$ cat src/rtl/pipe_pkg.sv
// Shared constants for the pipeline stage registers: per-boundary slice widths,
// skid-buffer state encoding and DE control-slice field offsets.
package pipe_pkg;

  localparam int DE_CTRL_WIDTH = 12;
  localparam int DE_DATA_WIDTH = 148;
  localparam int EM_CTRL_WIDTH = 8;
  localparam int EM_DATA_WIDTH = 104;
  localparam int MW_CTRL_WIDTH = 4;
  localparam int MW_DATA_WIDTH = 69;

  localparam logic [1:0] EMPTY = 2'd0;
  localparam logic [1:0] ONE   = 2'd1;
  localparam logic [1:0] TWO   = 2'd2;

  typedef enum logic [1:0] {
    ST_EMPTY = EMPTY,
    ST_ONE   = ONE,
    ST_TWO   = TWO
  } skid_state_e;

  // DE control slice layout; an all-zero slice decodes as a NOP.
  localparam int DE_REG_WRITE_BIT  = 0;
  localparam int DE_MEM_READ_BIT   = 1;
  localparam int DE_MEM_WRITE_BIT  = 2;
  localparam int DE_MEM_TO_REG_BIT = 3;
  localparam int DE_ALU_SRC_BIT    = 4;
  localparam int DE_BRANCH_BIT     = 5;
  localparam int DE_JUMP_BIT       = 6;
  localparam int DE_ALU_OP_LSB     = 7;
  localparam int DE_ALU_OP_WIDTH   = 4;
  localparam int DE_JALR_BIT       = 11;

  function automatic logic [DE_ALU_OP_WIDTH-1:0] de_alu_op(input logic [DE_CTRL_WIDTH-1:0] ctrl);
    return ctrl[DE_ALU_OP_LSB +: DE_ALU_OP_WIDTH];
  endfunction

endpackage

$ cat src/rtl/pipe_skid_buf.sv
// Two-entry head/skid storage with a registered in_ready; empty entries are
// held at zero so the head register always reads as a bubble when invalid.
module pipe_skid_buf
  import pipe_pkg::*;
#(
  parameter int WIDTH = 160
) (
  input  logic             clk_i,
  input  logic             rst_i,
  input  logic             flush_i,
  input  logic             in_valid_i,
  output logic             in_ready_o,
  input  logic [WIDTH-1:0] in_payload_i,
  output logic             out_valid_o,
  input  logic             out_ready_i,
  output logic [WIDTH-1:0] out_payload_o
);

  skid_state_e      state_q, state_d;
  logic [WIDTH-1:0] head_q, head_d;
  logic [WIDTH-1:0] skid_q, skid_d;
  logic             valid_q;
  logic             in_ready_q;
  logic             in_xfer_s;
  logic             out_xfer_s;

  assign in_xfer_s  = in_valid_i & in_ready_q;
  assign out_xfer_s = valid_q & out_ready_i;

  // Next-state and storage update; flush empties both entries.
  always_comb begin
    state_d = state_q;
    head_d  = head_q;
    skid_d  = skid_q;
    if (flush_i) begin
      state_d = ST_EMPTY;
      head_d  = {WIDTH{1'b0}};
      skid_d  = {WIDTH{1'b0}};
    end else begin
      case (state_q)
        ST_EMPTY: begin
          if (in_xfer_s) begin
            state_d = ST_ONE;
            head_d  = in_payload_i;
          end else begin
            state_d = ST_EMPTY;
          end
        end
        ST_ONE: begin
          if (in_xfer_s && out_xfer_s) begin
            head_d = in_payload_i;
          end else if (in_xfer_s) begin
            state_d = ST_TWO;
            skid_d  = in_payload_i;
          end else if (out_xfer_s) begin
            state_d = ST_EMPTY;
            head_d  = {WIDTH{1'b0}};
          end else begin
            state_d = ST_ONE;
          end
        end
        ST_TWO: begin
          if (out_xfer_s) begin
            state_d = ST_ONE;
            head_d  = skid_q;
            skid_d  = {WIDTH{1'b0}};
          end else begin
            state_d = ST_TWO;
          end
        end
        default: begin
          state_d = ST_EMPTY;
          head_d  = {WIDTH{1'b0}};
          skid_d  = {WIDTH{1'b0}};
        end
      endcase
    end
  end

  // in_ready and out_valid are registered from next state, cutting any out_ready path.
  always_ff @(posedge clk_i) begin
    if (rst_i) begin
      state_q    <= ST_EMPTY;
      head_q     <= {WIDTH{1'b0}};
      skid_q     <= {WIDTH{1'b0}};
      valid_q    <= 1'b0;
      in_ready_q <= 1'b1;
    end else begin
      state_q    <= state_d;
      head_q     <= head_d;
      skid_q     <= skid_d;
      valid_q    <= (state_d != ST_EMPTY);
      in_ready_q <= (state_d != ST_TWO);
    end
  end

  assign in_ready_o    = in_ready_q;
  assign out_valid_o   = valid_q;
  assign out_payload_o = head_q;

endmodule

$ cat src/rtl/pipe_stage_hs.sv
// Valid/ready pipeline stage register with optional skid buffer, flush-to-bubble
// and a saturating back-pressure counter.
module pipe_stage_hs
  import pipe_pkg::*;
#(
  parameter int CTRL_WIDTH = DE_CTRL_WIDTH,
  parameter int DATA_WIDTH = DE_DATA_WIDTH,
  parameter int SKID       = 1,
  parameter int CNT_WIDTH  = 16
) (
  input  logic                  clk,
  input  logic                  rst,
  input  logic                  flush,
  input  logic                  in_valid,
  output logic                  in_ready,
  input  logic [CTRL_WIDTH-1:0] in_ctrl,
  input  logic [DATA_WIDTH-1:0] in_data,
  output logic                  out_valid,
  input  logic                  out_ready,
  output logic [CTRL_WIDTH-1:0] out_ctrl,
  output logic [DATA_WIDTH-1:0] out_data,
  output logic [CNT_WIDTH-1:0]  stall_cnt
);

  localparam int W = CTRL_WIDTH + DATA_WIDTH;

  logic [W-1:0]         in_payload_s;
  logic [W-1:0]         head_s;
  logic                 valid_s;
  logic                 ready_s;
  logic [CNT_WIDTH-1:0] cnt_q, cnt_d;

  assign in_payload_s = {in_ctrl, in_data};

  if (SKID != 0) begin : g_skid
    pipe_skid_buf #(
      .WIDTH(W)
    ) u_buf (
      .clk_i        (clk),
      .rst_i        (rst),
      .flush_i      (flush),
      .in_valid_i   (in_valid),
      .in_ready_o   (ready_s),
      .in_payload_i (in_payload_s),
      .out_valid_o  (valid_s),
      .out_ready_i  (out_ready),
      .out_payload_o(head_s)
    );
  end else begin : g_single
    logic [W-1:0] head_q, head_d;
    logic         valid_q, valid_d;

    assign ready_s = ~valid_q | out_ready;

    // Single head register: load on accept, drop to bubble when drained or flushed.
    always_comb begin
      head_d  = head_q;
      valid_d = valid_q;
      if (flush) begin
        head_d  = {W{1'b0}};
        valid_d = 1'b0;
      end else if (in_valid && ready_s) begin
        head_d  = in_payload_s;
        valid_d = 1'b1;
      end else if (valid_q && out_ready) begin
        head_d  = {W{1'b0}};
        valid_d = 1'b0;
      end else begin
        valid_d = valid_q;
      end
    end

    // Head storage register.
    always_ff @(posedge clk) begin
      if (rst) begin
        head_q  <= {W{1'b0}};
        valid_q <= 1'b0;
      end else begin
        head_q  <= head_d;
        valid_q <= valid_d;
      end
    end

    assign head_s  = head_q;
    assign valid_s = valid_q;
  end

  // Saturating stall counter; flush leaves it alone, only rst clears it.
  always_comb begin
    cnt_d = cnt_q;
    if (valid_s && !out_ready && (cnt_q != {CNT_WIDTH{1'b1}})) begin
      cnt_d = cnt_q + CNT_WIDTH'(1'b1);
    end else begin
      cnt_d = cnt_q;
    end
  end

  // Stall counter register.
  always_ff @(posedge clk) begin
    if (rst) begin
      cnt_q <= {CNT_WIDTH{1'b0}};
    end else begin
      cnt_q <= cnt_d;
    end
  end

  assign in_ready  = ready_s;
  assign out_valid = valid_s;
  assign out_ctrl  = head_s[W-1:DATA_WIDTH];
  assign out_data  = head_s[DATA_WIDTH-1:0];
  assign stall_cnt = cnt_q;

endmodule

$ cat config.mk
export PLATFORM = sky130hd
export DESIGN_NAME = pipe_stage_hs
export DESIGN_NICKNAME = d
export VERILOG_FILES = /design/src/rtl/pipe_pkg.sv /design/src/rtl/pipe_skid_buf.sv /design/src/rtl/pipe_stage_hs.sv
export SDC_FILE = /design/constraint.sdc
export NUM_CORES = 1
export LEC_CHECK = 0
export ABC_AREA = 1
export BUFFER_PORTS_ARGS = -buffer_cell sky130_fd_sc_hd__buf_2
export CORE_AREA = 2 2 172 174
export DETAILED_ROUTE_END_ITERATION = 10
export DIE_AREA = 0 0 174 176
export PLACE_DENSITY = 0.78
export SYNTH_ARGS = -nofsm -noshare
export SYNTH_HDL_FRONTEND = slang
export SYNTH_SLANG_ARGS = --single-unit
$ cat constraint.sdc
create_clock -name clk -period 4.13 [get_ports clk]
set_input_delay 0.6195 -clock clk [delete_from_list [all_inputs] [get_ports clk]]
set_output_delay 0.6195 -clock clk [all_outputs]
set_load 0.1 [all_outputs]
## Yosys cells after proc, flatten, opt, wreduce, memory -nomap -nowiden

Index checks and enable logic that the tools add are counted.

- Flip-flop bits (word level): 340
- Latch bits: 0
- Bits in writable memories: 0
- ROM bits: 0
- Bits of input ports: 165
- Logic and storage cells: 44
- Memories: 0

- Add/subtract/negate cells: 1
- Multiply operators: 0
- Div/mod/pow operators: 0
- Magnitude comparators: 0
- Equality and inequality tests: 10
- Shifts and indexed selects: 0
- Muxes and demuxes: 15
- Bitwise operators: 3
- Reduce and logical (&&, ||, !) cells: 9

Operator list:

| operator | count |
|---|---|
| 2-to-1 mux 160 bit | 6 |
| one-hot mux 160 bit (3 select lines) | 2 |
| adder 16 x 1 -> 16 bit, second input constant | 1 |
| != test 16 bit, second input constant | 1 |
| 2-to-1 mux 2 bit | 4 |
| AND reduction 4 bit | 2 |
| != test 2 x 1 -> 1 bit, second input constant | 3 |
| one-hot mux 2 bit (3 select lines) | 1 |
| != test 2 bit, second input constant | 2 |
| logical AND 1 bit | 3 |
| != test 3 x 1 -> 1 bit, second input constant | 1 |
| != test 3 bit, second input constant | 1 |
| bitwise AND 1 bit | 2 |
| equality test 2 x 1 -> 1 bit, second input constant | 1 |
| equality test 2 bit, second input constant | 1 |
| zero test 2 bit | 1 |
| 2-to-1 mux 1 bit | 2 |
| nonzero test 2 bit | 1 |
| OR reduction 2 bit | 1 |
| zero test 1 bit | 1 |
| NOT 1 bit | 1 |

## Depth between registers and ports, before layout

Gate-level depths: netlist of run 1.

- Depth in word-level cells: 7
- Gate-level depth with buffers: 9
- Mapped depth without buffers: 9

## By module

Synthesis of run 1 repeated with hierarchy kept, for this count alone.

- Cells, all modules: 2630
- Area total of the unflattened synthesis: 16567.1 um2

By module, submodules not included:

| module | times used | cells each | area each (um2) |
|---|---|---|---|
| pipe_skid_buf | 1 | 2460 | 15552.4 |
| pipe_stage_hs | 1 | 170 | 1014.7 |

## Worst setup path after synthesis of run 1

OpenSTA, ideal clock, no wires.

- Path type: flip-flop to flip-flop
- Start: reg cnt_q[0], in the netlist stall_cnt[0]
- End: reg cnt_q[11], in the netlist stall_cnt[11]
- Arrival time: 2.336 ns
- Data required time: 4.060 ns
- Slack: 1.723 ns
- Stages on the path, launching flop included: 9
- Path buffers: 1
- Cell sequence: dfxtp_1 -> ha_1 -> nand2_1 -> nor2_1 -> nand2_1 -> o21ai_0 -> clkbuf_1 -> nand2_1 -> a21oi_1

- Longest elaborated chain between the ends: 2
- Elaborated cells on any way between the ends: 3

RTL lines:

| item | RTL line | text |
|---|---|---|
| from (decl) | pipe_stage_hs.sv:31 | `logic [CNT_WIDTH-1:0] cnt_q, cnt_d;` |
| from (signal assigned) | pipe_stage_hs.sv:101 | `cnt_q <= {CNT_WIDTH{1'b0}};` |
| from (signal assigned) | pipe_stage_hs.sv:103 | `cnt_q <= cnt_d;` |
| parallel branches: the longest is 2 deep, another holds adder 16 x 1 -> 16 bit | -- |  |

Parallel ways; which one is timed is not known.
A chain may end at the register's enable or synchronous reset.

## Worst setup path in the final report of run 1

- Start: reg g_skid.u_buf.state_q[1]
- End: reg g_skid.u_buf.head_q[14], in the netlist g_skid.u_buf.out_payload_o[14]

- Longest elaborated chain between the ends: 3
- Elaborated cells on any way between the ends: 9

RTL lines:

| item | RTL line | text |
|---|---|---|
| from (decl) | pipe_skid_buf.sv:19 | `skid_state_e state_q, state_d;` |
| from (signal assigned) | pipe_skid_buf.sv:89 | `state_q <= state_d;` |
| equality test 2 x 1 -> 1 bit (tied with other cells) | pipe_skid_buf.sv:40 | `case (state_q)` |
| != test 3 bit (no source line) (tied with other cells) | -- |  |
| AND reduction 4 bit (no source line) | -- |  |
| to (signal assigned) | pipe_skid_buf.sv:84 | `head_q <= {WIDTH{1'b0}};` |
| to (decl) | pipe_skid_buf.sv:20 | `logic [WIDTH-1:0] head_q, head_d;` |

Several ways; a longest one is shown, not always the timed one.

==> results of run 1 <==
-- how the worst max path moves through the flow --
stage	slack [ns]	depth (start not counted)	start	endpoint
floorplan	1.72	8	stall_cnt[0]	stall_cnt[11]
global placement	1.51	9	g_skid.u_buf.state_q[1]	g_skid.u_buf.out_valid_o
detailed placement	1.42	7	g_skid.u_buf.state_q[1]	g_skid.u_buf.out_payload_o[14]
CTS	1.43	7	g_skid.u_buf.state_q[1]	g_skid.u_buf.out_payload_o[14]
global route	1.15	7	g_skid.u_buf.state_q[1]	g_skid.u_buf.out_payload_o[24]
finish	1.36	7	g_skid.u_buf.state_q[1]	g_skid.u_buf.out_payload_o[14]
-- state kept, by name (all words and copies together), names as in the netlist --
register                    count
g_skid.u_buf.in_ready_o         1
g_skid.u_buf.out_payload_o    160
g_skid.u_buf.state_q            2
g_skid.u_buf.out_valid_o        1
stall_cnt                      16
g_skid.u_buf.skid_q           160
-- worst min-delay path: cells and delay by family --
kind	cells	cell delay, ns
AOI/OAI and AO/OA	1	0.05
buffers and inverters	1	0.09
and+or+nand+nor	1	0.07
-- cells in the mapped netlist (all sizes together) --
cell,instances
a21boi,1
nand3,45
nand4,6
inv,88
dfxtp,340
nor3b,1
o21ai,232
xor2,5
clkbuf,113
buf,60
nand2,724
o211ai,63
ha,1
a21oi,270
nor2,294
xnor2,2
-- cell usage in the layout (no fill, tap or decap) --
master,Yosys,layout
inv_2,4,2
nor2_4,1,5
xnor2_1,2,2
nand2_4,0,1
o21ai_0,231,231
diode_2,0,1
clkbuf_8,0,11
nand3_1,45,45
o211ai_1,63,63
clkbuf_16,0,37
ha_1,1,1
buf_12,0,6
buf_4,12,13
nor2_1,292,289
a21boi_4,0,1
inv_6,0,3
a21oi_1,270,270
nand2_1,724,722
inv_1,84,81
nand4_1,6,6
buf_2,39,342
xor2_1,5,5
clkbuf_1,113,9
o21ai_1,1,1
nand2_2,0,1
nor3b_1,1,1
inv_4,0,2
dfxtp_1,340,340
clkinv_2,0,7
-- routing by layer --
metal / wire length (um) / track usage
met3: 3710 / 0.0512
met5: 34 / 0
met2: 20600 / 0.450
met4: 1200 / 0.0928
met1: 19300 / 0.380
-- power by group through the flow --
stage          clock, mW  combinational, mW  sequential [mW]
2_1_floorplan          0              0.552             3.97
3_3_place_gp           0               1.33             3.51
3_5_place_dp           0               1.35             3.51
4_1_cts             3.20               1.35             3.44
5_1_grt             3.31               1.46             3.45
6_report            3.15               1.36             3.44
-- final cells by class --
type | count | area [um2] | share of cell area
repair buffers | 361 | 1930 | 0.108
clock buffers | 57 | 1110 | 0.0620
clock inverters | 7 | 42.5 | 0.00237
inverters | 88 | 343 | 0.0191
multi-input cells | 1644 | 7220 | 0.402
flip-flops and latches | 340 | 6810 | 0.380
diodes | 1 | 2.50 | 0.000140
well taps | 384 | 480 | 0.0268
-- logic make-up after synthesis --
kind of cell	count (synthesis)
buffers and inverters	261
and+or+nand+nor	1070
adders and majority gates	1
xor gates and xnor gates	7
AOI/OAI and AO/OA	566
DFF	340
-- stage by stage --
stage	power, mW	hold slack, ns	instances
finish	7.95	0.348	2882
global placement	4.84	0.450	2817
CTS	7.99	0.328	2881
floorplan	4.53	0.445	2245
detailed placement	4.86	0.452	2817
global route	8.22	0.357	2881
==> results.py, run 1 <==
metrics = {
    "outcome": {
        "status": "finished clean",
    },
    "global_route": {
        "grt-ovfl-total": 0,
        "first_global_vias": 14168,
        "antenna_found_initial": 5,
        "track_usage": 0.279,
        "grt_pass1_wl_um": 71400,
        "grt_max_degree": 161,
    },
    "timing": {
        "max_freq_mhz": 361,
        "hold_violations": 0,
        "worst_slew_pin_slew_ns": 1.35,
        "finalClockSkew_ns": 0.0113,
        "rsz0062_at_grt": "no",
        "period_needed_ns": 2.77,
        "slew_headroom": 0.100,
        "setup_viol": 0,
        "fin_setup_tns_ns": 0,
        "final_max_slew_viol_count": 0,
        "post-route-period-util": 0.671,
        "setup_ws_ns": 1.36,
    },
    "setup_path": {
        "critPathKind": "reg2reg",
        "cp_max_fo": 83,
        "reg2reg_slack_ns": 1.36,
        "crit_path_end_kind": "flop",
        "cp.required_ns": 4.57,
        "crit_top_cell": "nand2_1",
        "start_kind": "flop",
        "r2r-start": "g_skid.u_buf.state_q[1]",
        "rr_worst_depth": 7,
        "crit_buf_inv": 2,
        "slowest_stage": "buf_4",
        "max_stage_delay_ns": 0.74,
        "r2r_end": "g_skid.u_buf.out_payload_o[14]",
        "worstPathCellList": "clkinv_2 > nor2_4 > buf_4 > nand2_1 > o211ai_1 > nand2_1 > a21oi_1",
        "cp_top_family": "buffers and inverters",
        "cp.arrival_ns": 3.21,
    },
    "logic_synthesis": {
        "synth_top_family_by_area": "simple AND/OR/NAND/NOR gates",
        "synth.area.top_cells": "dfxtp_1 45%, nand2_1 18%, a21oi_1 9.0%, o21ai_0 7.7%, nor2_1 7.3%",
        "synth-simple-area-share": 0.272,
        "synthMuxAreaShare": 0,
        "synth.top_cell.area_share": 0.452,
        "yosys_warnings": 0,
        "ys_types": 22,
        "yosysSeqAreaShare": 0.452,
        "avgSynthCellArea_um2": 6.70,
        "synth_cells": 2245,
        "ys_ff_latch": 340,
        "syn_nets": 2411,
        "yosys.area_share.xor_xnor": 0.00407,
        "synth_top_cell_by_area": "dfxtp_1",
        "synth_fa_ha_area_frac": 0.000831,
        "syn_area_um2": 15100,
        "synth_compound_area_frac": 0.199,
    },
    "floorplan": {
        "die_w_um": 174,
        "die_h_um": 176,
        "rows": 62,
        "initial_core_util": 0.527,
        "boundaryPins": 343,
        "fp.dieArea_um2": 30600,
        "core_um2": 28500,
    },
    "route": {
        "drt_iter0_drc": 1363,
        "wire_per_inst_um": 15.5,
        "via_count": 15691,
        "wl_um": 44800,
        "remaining_drc_errors": 0,
        "antenna_left": 0,
        "drtPass1Iterations": 8,
        "viasPerCell": 5.44,
    },
    "pwr": {
        "p_int_mw": 5.53,
        "comb_power_share": 0.171,
        "pwr-share-clk": 0.396,
        "p_leak_nw": 7.93,
        "switching_share": 0.305,
        "powerDensity_nw_per_um2": 443,
        "ir_drop_mv": 0.340,
        "seqPwrFrac": 0.433,
        "p_switching_mw": 2.42,
    },
    "placed_design": {
        "place_area_um2": 16800,
        "hpwl_um": 27000,
        "port_buffers": 342,
        "place_ws_ns": 1.42,
        "finalWeightedCongestion": 0.816,
    },
    "run": {
        "maxCapViolCount": 0,
    },
    "clock_tree": {
        "htreeDepth": 2,
        "cts_tree": "done",
        "cts_hold_buf": 0,
        "cts-root-buf": "clkbuf_16",
        "cts_setup_buffers": 0,
        "cts_resized": 0,
        "clk_pin_slew_worst_paths_ns": 0.06,
        "clock-sinks": 340,
        "clockBufferDepth": 3,
        "worst_skew_pair.late_latency_ns": 0.51,
        "cts_made_buffers": 36,
    },
    "layout": {
        "utilization": 0.628,
        "nFillCells": 2628,
        "final_nets": 2637,
        "area_delta_synth_final_pct": 19.1,
        "drive_gt1_frac": 0.173,
        "final_area_um2": 17900,
    },
    "hold_path": {
        "hold_end": "g_skid.u_buf.skid_q[45]",
        "min_path_type": "in2reg",
        "hold_start": "in_data[45]",
        "min_delay_path_depth": 3,
    },
}
No activity file was read; power rests on OpenSTA's default activity.
==> inputs of run 2 (changes only) <==
- ABC_AREA: 1 -> 0
- CORE_AREA: 2 2 172 174 -> 2 2 165 167
- DIE_AREA: 0 0 174 176 -> 0 0 167 169
- clock period: 4.13 -> 2.6 ns (I/O delays scaled with it)
==> results.py, run 2 <==
metrics = {
    "layout": {
        "layout_commonest_cell": "buf_2",
        "final_nets": 1818,
        "final_area_um2": 16800,
        "multi_input_area_um2": 6310,
        "nFillCells": 2198,
        "drive_gt1_frac": 0.259,
        "seqCellArea_um2": 6820,
        "final_cell_mix": "342 x buf_2, 336 x dfxtp_1, 172 x a21oi_1, 168 x o21ai_0",
        "final-instance-count-excl-fill": 2028,
        "area_delta_synth_final_pct": 22.1,
    },
    "logic_synthesis": {
        "synth-edff-count": 0,
        "synth_common_cells": "340 x dfxtp_1, 174 x a21oi_1, 168 x o21ai_0, 160 x nand4b_1, 160 x o2bb2ai_1",
        "ys_ff_latch": 340,
        "syn_nets": 1593,
        "synth.top_cell.area_share": 0.494,
        "synth_flop_cell": "dfxtp_1",
        "yosysSeqAreaShare": 0.494,
        "synthArstFlopShare": 0,
        "yosysMostFrequentCell": "dfxtp_1",
        "synth_cells": 1427,
        "synth.area.top_cells": "dfxtp_1 49%, nand4b_1 10%, o2bb2ai_1 10%, a22oi_1 8.7%, a21oi_1 6.3%",
        "avgSynthCellArea_um2": 9.65,
        "ys_types": 47,
        "yosys_warnings": 0,
        "synth_top_cell_by_area": "dfxtp_1",
        "syn_area_um2": 13800,
    },
    "pwr": {
        "p_switching_mw": 3.43,
        "switching_share": 0.282,
        "p_int_mw": 8.75,
        "seqPwrFrac": 0.443,
        "p_leak_nw": 6.15,
        "ir_drop_mv": 0.594,
        "powerDensity_nw_per_um2": 724,
        "pwr-share-clk": 0.423,
        "comb_power_share": 0.135,
    },
    "clock_tree": {
        "cts_made_buffers": 37,
        "clock-sinks": 340,
        "clockBufferDepth": 3,
        "clk_pin_slew_worst_paths_ns": 0.06,
        "cts_resized": 0,
        "cts_setup_buffers": 0,
        "cts_hold_buf": 0,
        "cts-root-buf": "clkbuf_16",
        "worst_skew_pair.late_latency_ns": 0.50,
        "htreeDepth": 2,
        "cts_tree": "done",
    },
    "timing": {
        "slew_headroom": 0.293,
        "finalClockSkew_ns": 0.00858,
        "setup_viol": 0,
        "hold_violations": 0,
        "fin_setup_tns_ns": 0,
        "fin_hold_ws_ns": 0.169,
        "max_freq_mhz": 474,
        "final_max_slew_viol_count": 0,
        "post-route-period-util": 0.811,
        "setup_ws_ns": 0.492,
        "rsz0062_at_grt": "no",
        "worst_slew_pin_slew_ns": 1.06,
        "period_needed_ns": 2.11,
    },
    "global_route": {
        "grt_pass1_wl_um": 66900,
        "track_usage": 0.284,
        "grtUsageMet2": 0.442,
        "first_global_vias": 12388,
        "busiest_layer": "met2",
        "met3_usage": 0.0680,
        "grt_use_met1": 0.379,
        "grt_max_degree": 163,
        "antenna_found_initial": 9,
        "grt-ovfl-total": 0,
    },
    "setup_path": {
        "reg2reg_slack_ns": 0.49,
        "crit_start": "g_skid.u_buf.out_valid_o",
        "worstSetupEndpoint": "g_skid.u_buf.out_payload_o[33]",
        "cp_max_fo": 37,
        "slowest_stage": "dfxtp_1",
        "cp.depth": 5,
        "crit_path_end_kind": "flop",
        "max_stage_delay_ns": 0.55,
        "r2r_end": "g_skid.u_buf.out_payload_o[33]",
        "cp_top_family": "simple AND/OR/NAND/NOR gates",
        "r2r-start": "g_skid.u_buf.out_valid_o",
        "cp.arrival_ns": 2.53,
        "crit_buf_inv": 1,
        "cp.required_ns": 3.03,
        "rr_worst_depth": 5,
        "worstPathCellList": "nand2_1 > nor3_4 > buf_4 > a22oi_1 > o2bb2ai_1",
        "critPathKind": "reg2reg",
        "start_kind": "flop",
    },
    "route": {
        "drt_iter0_drc": 1416,
        "viasPerCell": 6.53,
        "wl_um": 43000,
        "wire_per_inst_um": 21.2,
        "drtPass1Iterations": 5,
        "via_count": 13238,
        "remaining_drc_errors": 0,
        "antenna_left": 0,
    },
    "floorplan": {
        "rows": 60,
        "die_h_um": 169,
        "boundaryPins": 343,
        "core_um2": 26500,
        "die_w_um": 167,
        "fp.dieArea_um2": 28200,
        "initial_core_util": 0.520,
    },
    "placed_design": {
        "numPlacedInstances": 1954,
        "port_buffers": 342,
        "finalWeightedCongestion": 0.855,
        "place_area_um2": 15600,
        "place_ws_ns": 0.520,
        "hpwl_um": 23700,
    },
    "run": {
        "maxCapViolCount": 0,
    },
    "hold_path": {
        "min_path_type": "in2reg",
    },
    "outcome": {
        "status": "finished clean",
    },
}
==> run 2: cell types whose count changed in the layout (fill, tap and decap cells not counted), moves of 77 or more <==
| cell | delta |
|---|---|
| inv_1 | -77 |
| nand2_1 | -713 |
| nor2_1 | -284 |
| a21oi_1 | -98 |
| nand4b_1 | +160 |
| a22oi_1 | +159 |
| o2bb2ai_1 | +160 |
==> run 2: per-layer routing <==
layer,vias up,share of wire
met5,-,0.00016
met4,2,0.038
met3,105,0.088
met2,621,0.46
met1,6457,0.42
li1,6053,-
==> run 2: how the worst min path moves through the flow <==
stage	endpoint	startpoint	depth (start not counted)
2_1_floorplan	g_skid.u_buf.skid_q[7]	g_skid.u_buf.skid_q[7]	2
3_3_place_gp	g_skid.u_buf.out_payload_o[68]	g_skid.u_buf.out_payload_o[68]	1
3_5_place_dp	g_skid.u_buf.out_payload_o[83]	g_skid.u_buf.out_payload_o[83]	1
4_1_cts	g_skid.u_buf.skid_q[43]	in_data[43]	3
5_1_grt	g_skid.u_buf.skid_q[46]	in_data[46]	3
6_report	g_skid.u_buf.skid_q[43]	in_data[43]	3
==> run 2: kinds of logic (layout without fill, tap and decap cells) <==
| group | count (synthesis) | in the layout | synth area share |
|---|---|---|---|
| compound gates | 682 | 682 | 0.325 |
| xor+xnor | 1 | 1 | 0.000636 |
| fa+ha+maj | 1 | 1 | 0.000908 |
| buf+inv | 183 | 433 | 0.0521 |
| flops | 340 | 340 | 0.494 |
| other cells | 0 | 10 | 0 |
| simple gates | 220 | 220 | 0.127 |
==> run 2: stage by stage <==
step                total power, mW   util
floorplan                      6.65      -
global placement               7.12  0.589
detailed placement             7.12  0.589
CTS                            12.3  0.634
global route                   12.6  0.634
finish                         12.2  0.635
==> run 2: power by group through the flow <==
| stage | Sequential (mW) | Combinational, mW | Clock, mW |
|---|---|---|---|
| detailed placement | 5.50 | 1.62 | 0 |
| CTS | 5.39 | 1.63 | 5.24 |
| floorplan | 6.13 | 0.521 | 0 |
| finish | 5.39 | 1.64 | 5.15 |
| global route | 5.40 | 1.71 | 5.45 |
| global placement | 5.50 | 1.61 | 0 |
==> run 2: tightest hold or removal path: stages <==
cell and delay, ns:
buf_2 0.10, nand4b_1 0.07, a21oi_1 0.06
==> run 2: final cells by class <==
type | count | share of cell area
Sequential cell | 340 | 0.405
Multi-Input combinational cell | 904 | 0.376
Timing Repair Buffer | 365 | 0.121
Clock buffer | 51 | 0.0618
Tap cell | 341 | 0.0254
Clock inverter | 13 | 0.00863
Antenna cell | 10 | 0.00149
Inverter | 4 | 0.000893
